`src/rtl/vga_timing_pkg.sv`:
```
// Shared raster timing constants for the 640x480@60 display path.
// Module parameters default to these values so other modes can override them per instance.
package vga_timing_pkg;

  localparam int CNT_W     = 10;
  localparam int CNT_LIMIT = 1 << CNT_W;

  localparam int DEF_H_ACTIVE = 640;
  localparam int DEF_H_FP     = 16;
  localparam int DEF_H_SYNC   = 96;
  localparam int DEF_H_BP     = 48;
  localparam int DEF_H_TOTAL  = DEF_H_ACTIVE + DEF_H_FP + DEF_H_SYNC + DEF_H_BP;

  localparam int DEF_V_ACTIVE = 480;
  localparam int DEF_V_FP     = 10;
  localparam int DEF_V_SYNC   = 2;
  localparam int DEF_V_BP     = 33;
  localparam int DEF_V_TOTAL  = DEF_V_ACTIVE + DEF_V_FP + DEF_V_SYNC + DEF_V_BP;

  localparam int DEF_H_SYNC_START = DEF_H_ACTIVE + DEF_H_FP;
  localparam int DEF_H_SYNC_END   = DEF_H_SYNC_START + DEF_H_SYNC;
  localparam int DEF_V_SYNC_START = DEF_V_ACTIVE + DEF_V_FP;
  localparam int DEF_V_SYNC_END   = DEF_V_SYNC_START + DEF_V_SYNC;

  // Terminal count of an axis with the given period, sized to the counter.
  function automatic logic [CNT_W-1:0] last_count(input int total);
    return CNT_W'(total - 1);
  endfunction

endpackage

```
`src/rtl/syncgen_axis.sv`:
```
// One raster axis: a wrapping position counter plus its sync, active and origin decodes.
// The decodes are combinational; the top registers them so they trail the counter by one clock.
module syncgen_axis
  import vga_timing_pkg::*;
#(
  parameter int ACTIVE = DEF_H_ACTIVE,
  parameter int FP     = DEF_H_FP,
  parameter int SYNC   = DEF_H_SYNC,
  parameter int BP     = DEF_H_BP
) (
  input  logic             clk,
  input  logic             rst,
  input  logic             en,
  output logic [CNT_W-1:0] cnt,
  output logic             in_sync,
  output logic             in_active,
  output logic             at_origin
);

  localparam int TOTAL      = ACTIVE + FP + SYNC + BP;
  localparam int SYNC_START = ACTIVE + FP;
  localparam int SYNC_END   = SYNC_START + SYNC;
  localparam logic [CNT_W-1:0] LAST = last_count(TOTAL);

  if (TOTAL > CNT_LIMIT || TOTAL < 2) begin : g_total_check
    $error("syncgen_axis: period %0d does not fit the %0d-bit counter", TOTAL, CNT_W);
  end

  always_ff @(posedge clk or posedge rst) begin
    if (rst) begin
      cnt <= '0;
    end else if (en) begin
      cnt <= (cnt == LAST) ? '0 : cnt + 1'b1;
    end
  end

  // Compare in 32-bit space so a sync end equal to the full counter range still decodes.
  always_comb begin
    in_active = int'(cnt) < ACTIVE;
    in_sync   = (int'(cnt) >= SYNC_START) && (int'(cnt) < SYNC_END);
    at_origin = (cnt == '0);
  end

endmodule

```
`src/rtl/syncgen.sv`:
```
// VGA raster timing generator: free-running H/V counters with registered HS, VS, DE and FSTART.
// The registered strobes lag the counters by exactly one pixel clock.
module syncgen
  import vga_timing_pkg::*;
#(
  parameter int   H_ACTIVE = DEF_H_ACTIVE,
  parameter int   H_FP     = DEF_H_FP,
  parameter int   H_SYNC   = DEF_H_SYNC,
  parameter int   H_BP     = DEF_H_BP,
  parameter int   V_ACTIVE = DEF_V_ACTIVE,
  parameter int   V_FP     = DEF_V_FP,
  parameter int   V_SYNC   = DEF_V_SYNC,
  parameter int   V_BP     = DEF_V_BP,
  parameter logic HS_POL   = 1'b0,
  parameter logic VS_POL   = 1'b0
) (
  input  logic             CLK,
  input  logic             RST,
  output logic [CNT_W-1:0] HCNT,
  output logic [CNT_W-1:0] VCNT,
  output logic             HS,
  output logic             VS,
  output logic             DE,
  output logic             FSTART
);

  localparam int H_TOTAL = H_ACTIVE + H_FP + H_SYNC + H_BP;
  localparam int V_TOTAL = V_ACTIVE + V_FP + V_SYNC + V_BP;
  localparam logic [CNT_W-1:0] H_LAST = last_count(H_TOTAL);

  if (H_TOTAL > CNT_LIMIT || V_TOTAL > CNT_LIMIT) begin : g_size_check
    $error("syncgen: %0dx%0d raster exceeds %0d-bit counters", H_TOTAL, V_TOTAL, CNT_W);
  end

  logic h_wrap;
  logic h_sync;
  logic h_active;
  logic h_origin;
  logic v_sync;
  logic v_active;
  logic v_origin;

  // The line counter advances on the same edge that the pixel counter wraps.
  assign h_wrap = (HCNT == H_LAST);

  syncgen_axis #(
    .ACTIVE (H_ACTIVE),
    .FP     (H_FP),
    .SYNC   (H_SYNC),
    .BP     (H_BP)
  ) u_h_axis (
    .clk       (CLK),
    .rst       (RST),
    .en        (1'b1),
    .cnt       (HCNT),
    .in_sync   (h_sync),
    .in_active (h_active),
    .at_origin (h_origin)
  );

  syncgen_axis #(
    .ACTIVE (V_ACTIVE),
    .FP     (V_FP),
    .SYNC   (V_SYNC),
    .BP     (V_BP)
  ) u_v_axis (
    .clk       (CLK),
    .rst       (RST),
    .en        (h_wrap),
    .cnt       (VCNT),
    .in_sync   (v_sync),
    .in_active (v_active),
    .at_origin (v_origin)
  );

  // Strobes are decoded from the current counters and registered, so they describe the previous pixel.
  always_ff @(posedge CLK or posedge RST) begin
    if (RST) begin
      HS     <= ~HS_POL;
      VS     <= ~VS_POL;
      DE     <= 1'b0;
      FSTART <= 1'b0;
    end else begin
      HS     <= h_sync ? HS_POL : ~HS_POL;
      VS     <= v_sync ? VS_POL : ~VS_POL;
      DE     <= h_active && v_active;
      FSTART <= h_origin && v_origin;
    end
  end

endmodule
```
`config.mk`:
```
export PLATFORM = sky130hd
export DESIGN_NAME = syncgen
export DESIGN_NICKNAME = d
export VERILOG_FILES = /design/src/rtl/vga_timing_pkg.sv /design/src/rtl/syncgen_axis.sv /design/src/rtl/syncgen.sv
export SDC_FILE = /design/constraint.sdc
export NUM_CORES = 1
export LEC_CHECK = 0
export CAP_MARGIN = 20
export CORE_UTILIZATION = 45
export DETAILED_ROUTE_END_ITERATION = 7
export GPL_ROUTABILITY_DRIVEN = 0
export HOLD_SLACK_MARGIN = 0.06
export PLACE_DENSITY = 0.72
export SLEW_MARGIN = 0
export SYNTH_ARGS = -nofsm -noshare
export SYNTH_HDL_FRONTEND = slang
export SYNTH_SLANG_ARGS = --single-unit
```
`constraint.sdc`:
```
create_clock -name CLK -period 2.3 [get_ports CLK]
set_input_delay 0.23 -clock CLK [delete_from_list [all_inputs] [get_ports CLK]]
set_output_delay 0.23 -clock CLK [all_outputs]
set_load 0.01 [all_outputs]
```
# Word level (Yosys, flattened, before mapping)

Cells that the tools add are included.

Flip-flop bits (word level): 24
Input bits: 2
Output and inout port bits: 24
Word-level logic and storage cells: 26

$add $sub $neg: 2
$lt $le $gt $ge: 6
Equal/unequal tests: 2
Mux-type cells: 4
Reduce and logical (&&, ||, !) cells: 6

Operators with widths:

| kind                                                         | count |
|---|---|
| adder 10 x 1 -> 10 bit (second input constant)               | 2 |
| equality test 10 bit (second input constant)                 | 2 |
| logical NOT 10 bit                                           | 2 |
| less-than comparator 10 bit (second input constant)          | 2 |
| less-than comparator 10 x 9 -> 1 bit (second input constant) | 2 |
| two-way mux 10 bit                                           | 2 |
| >= comparator 10 bit (second input constant)                 | 1 |
| >= comparator 10 x 9 -> 1 bit (second input constant)        | 1 |
| logical AND 1 bit                                            | 4 |
| two-way mux 1 bit                                            | 2 |

# Logic depth before layout (Yosys ltp)

Gate-level depths: netlist of the first run.

Depth after elaboration: 3
Depth in mapped cells: 6
Gate-level depth less buffers: 6

# Hierarchy

A second synthesis of the first run with hierarchy kept.

Cell total of the unflattened synthesis: 143
Area total of the unflattened synthesis: 1366.3 µm²

By module, submodules not included:

| module                   | times used | cells each | area an instance (µm²) | seq. area each (µm²) |
|---|---|---|---|---|
| syncgen_axis at u_h_axis | 1          | 68         | 605.6                  | 250.2 |
| syncgen_axis at u_v_axis | 1          | 62         | 603.1                  | 250.2 |
| syncgen                  | 1          | 13         | 157.7                  | 102.6 |

# Worst setup path after synthesis of the first run

OpenSTA, ideal clock, no wires.

Kind: register to register
Start point: register u_h_axis.cnt[5]
End point: register u_v_axis.cnt[3]
Setup time: 0.118 ns
Arrival time: 1.785 ns
Required time: 2.182 ns
Slack: 0.397 ns
Cell stages (with the launch flop): 5
Path buffers: 0
Period minus slack after synthesis: 1.903 ns
Path through: dfrtp_1 or4b_4 or3_4 a21o_1 a21o_1

Word-level cells in the longest chain between the ends: 1

Ends and longest elaborated chain:

| element                | RTL line           | RTL |
|---|---|---|
| from (decl)            | syncgen_axis.sv:14 | `output logic [CNT_W-1:0] cnt,` |
| from (signal assigned) | syncgen_axis.sv:33 | `cnt <= (cnt == LAST) ? '0 : cnt + 1'b1;` |
| equality test 10 bit   | syncgen.sv:44      | `assign h_wrap = (HCNT == H_LAST);` |
| to (signal assigned)   | syncgen_axis.sv:33 |  |
| to (decl)              | syncgen_axis.sv:14 |  |

Every way passes these cells.
A chain may end at the register's enable or synchronous reset.

# Worst setup path after layout of the first run

Same ends and word-level chain as after synthesis.

==> results of run 1 <==
[registers in the layout (all words and copies together) (netlist names)]
| name | cells |
|---|---|
| DE | 1 |
| HS | 1 |
| VS | 1 |
| u_v_axis.cnt | 10 |
| FSTART | 1 |
| u_h_axis.cnt | 10 |
[path summary, 6_finish.rpt]
| kind | slack (ns) | cells after the start | to |
|---|---|---|---|
| worst max-delay path | 0.36 | 4 | u_v_axis.cnt[3] |
| worst min-delay path | 0.22 | 3 | u_v_axis.cnt[5] |
| worst max register to register | 0.36 | 4 | u_v_axis.cnt[3] |
| worst min register to register | 0.53 | 1 | u_v_axis.cnt[8] |
| max in group asynchronous | 1.78 | 3 | HS |
| min in group CLK | 0.53 | 1 | u_v_axis.cnt[8] |
[logic make-up (layout without fill, tap and decap cells)]
group	after synthesis	after routing	synth area share [%]
DFF	24	24	49.9
and+or+nand+nor	54	54	27.4
AOI/OAI and AO/OA	14	14	7.05
muxes	1	1	0.829
xor gates and xnor gates	10	10	7.25
adders and majority gates	4	4	4.15
buffers and inverters	11	38	3.42
[layout make-up]
cell class,count,area (um^2)
clock buffers,3,22.5
clock inverters,1,30.0
fillers,208,956
inverters,8,30.0
multi-input cells,83,563
flip-flops and latches,24,603
well taps,30,37.5
repair buffers,26,258
[placed cells by master (no fill, tap or decap), types with 3 or more instances in the layout]
master,instances
nand3_1,13
xnor2_1,6
nand4_1,6
dfrtp_1,22
xor2_1,4
o21ai_0,5
clkdlybuf4s50_1,25
inv_1,8
nor2_1,7
clkbuf_4,3
nor3_1,4
ha_1,4
and3_1,4
nand2_1,5
nor4_1,3
[worst min-delay path, cell delays in order]
cell,delay [ns]
clkdlybuf4s50_1,0.39
inv_1,0.05
buf_4,0.29
[per-layer routing]
metal,vias up,part of all wire [%],global-route usage [%]
met5,-,0,0
met3,5,3.8,2.54
met1,440,48,27.8
li1,475,-,-
met2,21,46,32.5
met4,0,1.8,9.65
[power breakdown]
part / leakage [nW] / internal (mW) / switching (mW)
clock: 0.0279 / 0.176 / 0.132
sequential: 0.309 / 0.422 / 0
combinational: 0.322 / 0.00272 / 0.00823
==> out/results.ini, run 1 <==
[logic_synthesis]
synth_edf_count = 0
ys_seq_elements = 24
synth_flop_cell = dfrtp_1
synthDominantCellAreaShare_pct = 45.6
yosysSeqAreaShare_pct = 49.9
syn_nets = 124
syn_area_per_cell_um2 = 10.2
async_flop_share_pct = 100
synth_most_common_cell = dfrtp_1
yosys.cell_types.count = 32
synth_area_um2 = 1210
yosys.area.top_type = dfrtp_1
synth.area.top_cells = dfrtp_1 (46%), nand3_1 (5.4%), dfstp_2 (4.4%)
yosysWarnings = 0
synth_common_cells = dfrtp_1 (22), nand3_1 (13), inv_1 (8), nor2_1 (7)
syn_inst = 118

[worst_setup_path]
critPathMaxFanout = 8
startpoint_type = register
cp-end-kind = register
crit_chain = or4b_4, or3_4, a21o_1, a21o_1
crit_family = simple AND/OR/NAND/NOR gates
cp_slowest_stage_delay_ns = 0.63
crit_start = u_h_axis.cnt[5]
required_ns = 2.54
cp_num_buf_inv = 0
worstReg2RegStart = u_h_axis.cnt[5]
cp.arrival_ns = 2.18
cp_slowest_cell = or4b_4
crit_path_frequent_cell = a21o_1
crit_type = register to register

[route]
routed_wl_um = 2500
drc = 0
viasPerCell = 5.38
drt-pass1-iter-count = 4
num_vias = 941
drt_iter0_drc = 10
avgRoutedWirePerCell_um = 14.3
ant_nets = 0

[sta]
hold_slack_ns = 0.225
finalCritPeriodShare_pct = 84.5
min_period_ns = 1.94
clock-skew-final_ns = 0.00946
final-setup-viol-count = 0
drv_slew = 0
max_slew_margin_pct = 66.1
rsz0062_at_grt = false
final-hold-violation-count = 0
fin_ws_ns = 0.356
finalSetupTns_ns = 0
worst_pin_slew_ns = 0.506
max_freq_mhz = 514

[cells_and_area]
final_cell_area_um2 = 1540
postLayoutCoreUtil_pct = 61.8
drive_gt1_share_pct = 8.97
instances_no_fill = 175
num-nets-final = 152
area_growth_pct = 27.9
antennaDiodeCount = 0

[floorplanning]
dieArea_um2 = 2890
initial_core_util_pct = 48.3
row_count = 18
die_w_um = 53.8
core-area_um2 = 2500
die_h_um = 53.8
pin_count = 26

[pwr]
p_per_area_nw_per_um2 = 480
ir_worst_vdd_mv = 0.298
total_power_uw = 741
leakagePower_nw = 0.659

[outcome]
status = finished clean

[placed_design]
dp_cells = 171
place_ws_ns = 0.374
place_area_um2 = 1490
dpl.hpwl_um = 1730
portBuffers = 25

[global_route]
grt_pass1_vias = 912
grt_max_degree = 25
grt_pass1_wl_um = 4220
antenna_found_initial = 0
grtUsageTotal_pct = 20.6
grt_overflow = 0

[min_path]
hp-class = input pin to async pin

[cts]
postCtsHoldBufs = 0
cts_resized = 0
cts_root_buf = clkbuf_4
insertion_delay_ns = 0.32
tritoncts = yes
post_cts_buffers = 0
cts_buffer_depth = 2
numCtsBuffers = 3
path_clk_slew_ns = 0.14
htreeDepth = 1
clock-sinks = 24

[flow_run]
max_cap_violations = 0

(Power assumes the default switching activity.)
==> inputs of run 2 (changes only) <==
--- a/config.mk
+++ b/config.mk
@@ -6,11 +6,11 @@
 export NUM_CORES = 1
 export LEC_CHECK = 0
 export CAP_MARGIN = 20
-export CORE_UTILIZATION = 45
+export CORE_UTILIZATION = 44
 export DETAILED_ROUTE_END_ITERATION = 7
 export GPL_ROUTABILITY_DRIVEN = 0
 export HOLD_SLACK_MARGIN = 0.06
-export PLACE_DENSITY = 0.72
+export PLACE_DENSITY = 0.74
 export SLEW_MARGIN = 0
 export SYNTH_ARGS = -nofsm -noshare
 export SYNTH_HDL_FRONTEND = slang
==> constraint.sdc (replaced) <==
create_clock -name CLK -period 1.6 [get_ports CLK]
set_input_delay 0.16 -clock CLK [delete_from_list [all_inputs] [get_ports CLK]]
set_output_delay 0.16 -clock CLK [all_outputs]
set_load 0.01 [all_outputs]
==> out/results.ini, run 2 (synthesis results as in run 1) <==
[cts]
insertion_delay_ns = 0.31  ; about the same
numCtsBuffers = 3  ; unchanged
tritoncts = yes
cts_root_buf = clkbuf_4
clock-sinks = 24  ; unchanged
path_clk_slew_ns = 0.13  ; about the same
cts_buffer_depth = 2  ; unchanged
htreeDepth = 1  ; unchanged

[route]
drt_iter0_drc = 31  ; +21
ant_nets = 0  ; unchanged
viasPerCell = 5.58  ; +3.7%
avgRoutedWirePerCell_um = 14.7  ; +2.8%
routed_wl_um = 3000  ; +20%
drt-pass1-iter-count = 5  ; +1
drc = 0  ; unchanged
num_vias = 1138  ; +21%

[floorplanning]
core-area_um2 = 2540  ; +1.8%
die_w_um = 54.4  ; +1.1%
row_count = 18  ; unchanged
dieArea_um2 = 2960  ; +2.2%
initial_core_util_pct = 47.4  ; -0.85 points
pin_count = 26  ; unchanged
die_h_um = 54.4  ; +1.1%

[global_route]
grt_max_degree = 25  ; unchanged
grt_pass1_wl_um = 4570  ; +8.2%
grtUsageTotal_pct = 22.2  ; +1.6 points
antenna_found_initial = 0  ; unchanged
grt_pass1_vias = 1000  ; +9.6%
grt_overflow = 0  ; unchanged

[worst_setup_path]
reg2reg_depth = 4  ; unchanged
critPathMaxFanout = 6  ; -2
crit_type = register to register
cp-end-kind = register
startpoint_type = register
worstReg2RegStart = u_h_axis.cnt[5]
r2r_slack_ns = -0.23  ; -0.59 ns
required_ns = 1.82  ; -0.72 ns
cp.arrival_ns = 2.05  ; -0.13 ns
rr_endpoint = u_v_axis.cnt[3]

[sta]
drv_slew = 0  ; unchanged
final-setup-viol-count = 16  ; +16
clock-skew-final_ns = 0.00593  ; -0.00354 ns
min_period_ns = 1.83  ; -0.110 ns
max_freq_mhz = 545  ; +6.0%
fin_ws_ns = -0.234  ; -0.590 ns
max_slew_margin_pct = 73.6  ; +7.5 points
hold_slack_ns = 0.173  ; -0.0515 ns
finalSetupTns_ns = -2.02  ; -2.02 ns
worst_pin_slew_ns = 0.392  ; -0.114 ns
rsz0062_at_grt = true
final-hold-violation-count = 0  ; unchanged
finalCritPeriodShare_pct = 115  ; +30 points

[placed_design]
place_area_um2 = 1650  ; +11%
portBuffers = 25  ; unchanged
place_ws_ns = -0.217  ; -0.591 ns
dp_cells = 192  ; +12%
dpl.hpwl_um = 2030  ; +17%

[pwr]
ir_worst_vdd_mv = 0.547  ; +83%
total_power_uw = 899  ; +21%
p_per_area_nw_per_um2 = 509  ; +6.1%
leakagePower_nw = 0.828  ; +26%

[cells_and_area]
area_growth_pct = 46.2
final_cell_area_um2 = 1770  ; +14%
layout_common_cells = buf_4 (30), clkdlybuf4s50_1 (24), dfrtp_1 (19)
postLayoutCoreUtil_pct = 69.4  ; +7.6 points
drive_gt1_share_pct = 27.6  ; +19 points
fill_cells = 188  ; -9.6%
top_regs = u_h_axis.cnt (10), u_v_axis.cnt (10)
final_common_cell = buf_4
instances_no_fill = 204  ; +17%
antennaDiodeCount = 0  ; unchanged
num-nets-final = 181  ; +19%

[min_path]
hp-class = input pin to async pin

[outcome]
failed_checks = negative setup slack
status = complete, but fails checks

[flow_run]
max_cap_violations = 0  ; unchanged

-- run 2: cell count changes in the layout (fill, tap and decap cells not counted), moves of 2 or more --
cell,previous run,this run
buf_4,1,30
dfrtp_1,22,19
dfrtp_2,0,3
nor3_1,4,2
nor3_2,1,3
-- run 2: worst max-delay path by stage --
stage	depth (start not counted)	slack (ns)	startpoint	endpoint
final	4	-0.23	u_h_axis.cnt[5]	u_v_axis.cnt[3]
after global routing	4	-0.28	u_h_axis.cnt[5]	u_v_axis.cnt[3]
after CTS	4	-0.20	u_h_axis.cnt[5]	u_v_axis.cnt[3]
after detailed placement	4	-0.22	u_h_axis.cnt[7]	u_v_axis.cnt[3]
after global placement	4	-0.18	u_h_axis.cnt[7]	u_v_axis.cnt[3]
after floorplan	4	-0.27	u_h_axis.cnt[7]	u_v_axis.cnt[3]
-- run 2: critical path, stage by stage (launching register included) --
cell	delay, ns
dfrtp_2	0.42
or4b_4	0.55
or3_4	0.43
a21o_1	0.18
a21o_1	0.16
-- run 2: area by class of cell --
cell class | count | area (um^2) | area share [%]
clock buffers | 4 | 26.3 | 1.49
inverters | 8 | 30.0 | 1.70
multi-input cells | 83 | 587 | 33.2
flip-flops and latches | 24 | 607 | 34.4
well taps | 30 | 37.5 | 2.13
repair buffers | 55 | 478 | 27.1
-- run 2: report_power, final --
group | switching, mW | total [mW] | internal [mW]
logic | 0.0120 | 0.0159 | 0.00391
clock network | 0.179 | 0.276 | 0.0974
registers | 0 | 0.607 | 0.607
-- run 2: metal layers --
layer  GRT usage (%)  part of all wire, %
met1            29.5                   45
met2            35.0                   48
met3            3.33                  3.8
met4            10.7                  3.2
met5               0                    0
-- run 2: repair_timing --
action / 4_1_cts / 5_1_grt
setup endpoints to repair: 18 / 18
pin swaps: 5 / 1
resized for setup: 3 / 5
hold buffers: 0 / 0
buffers inserted: 5 / 3
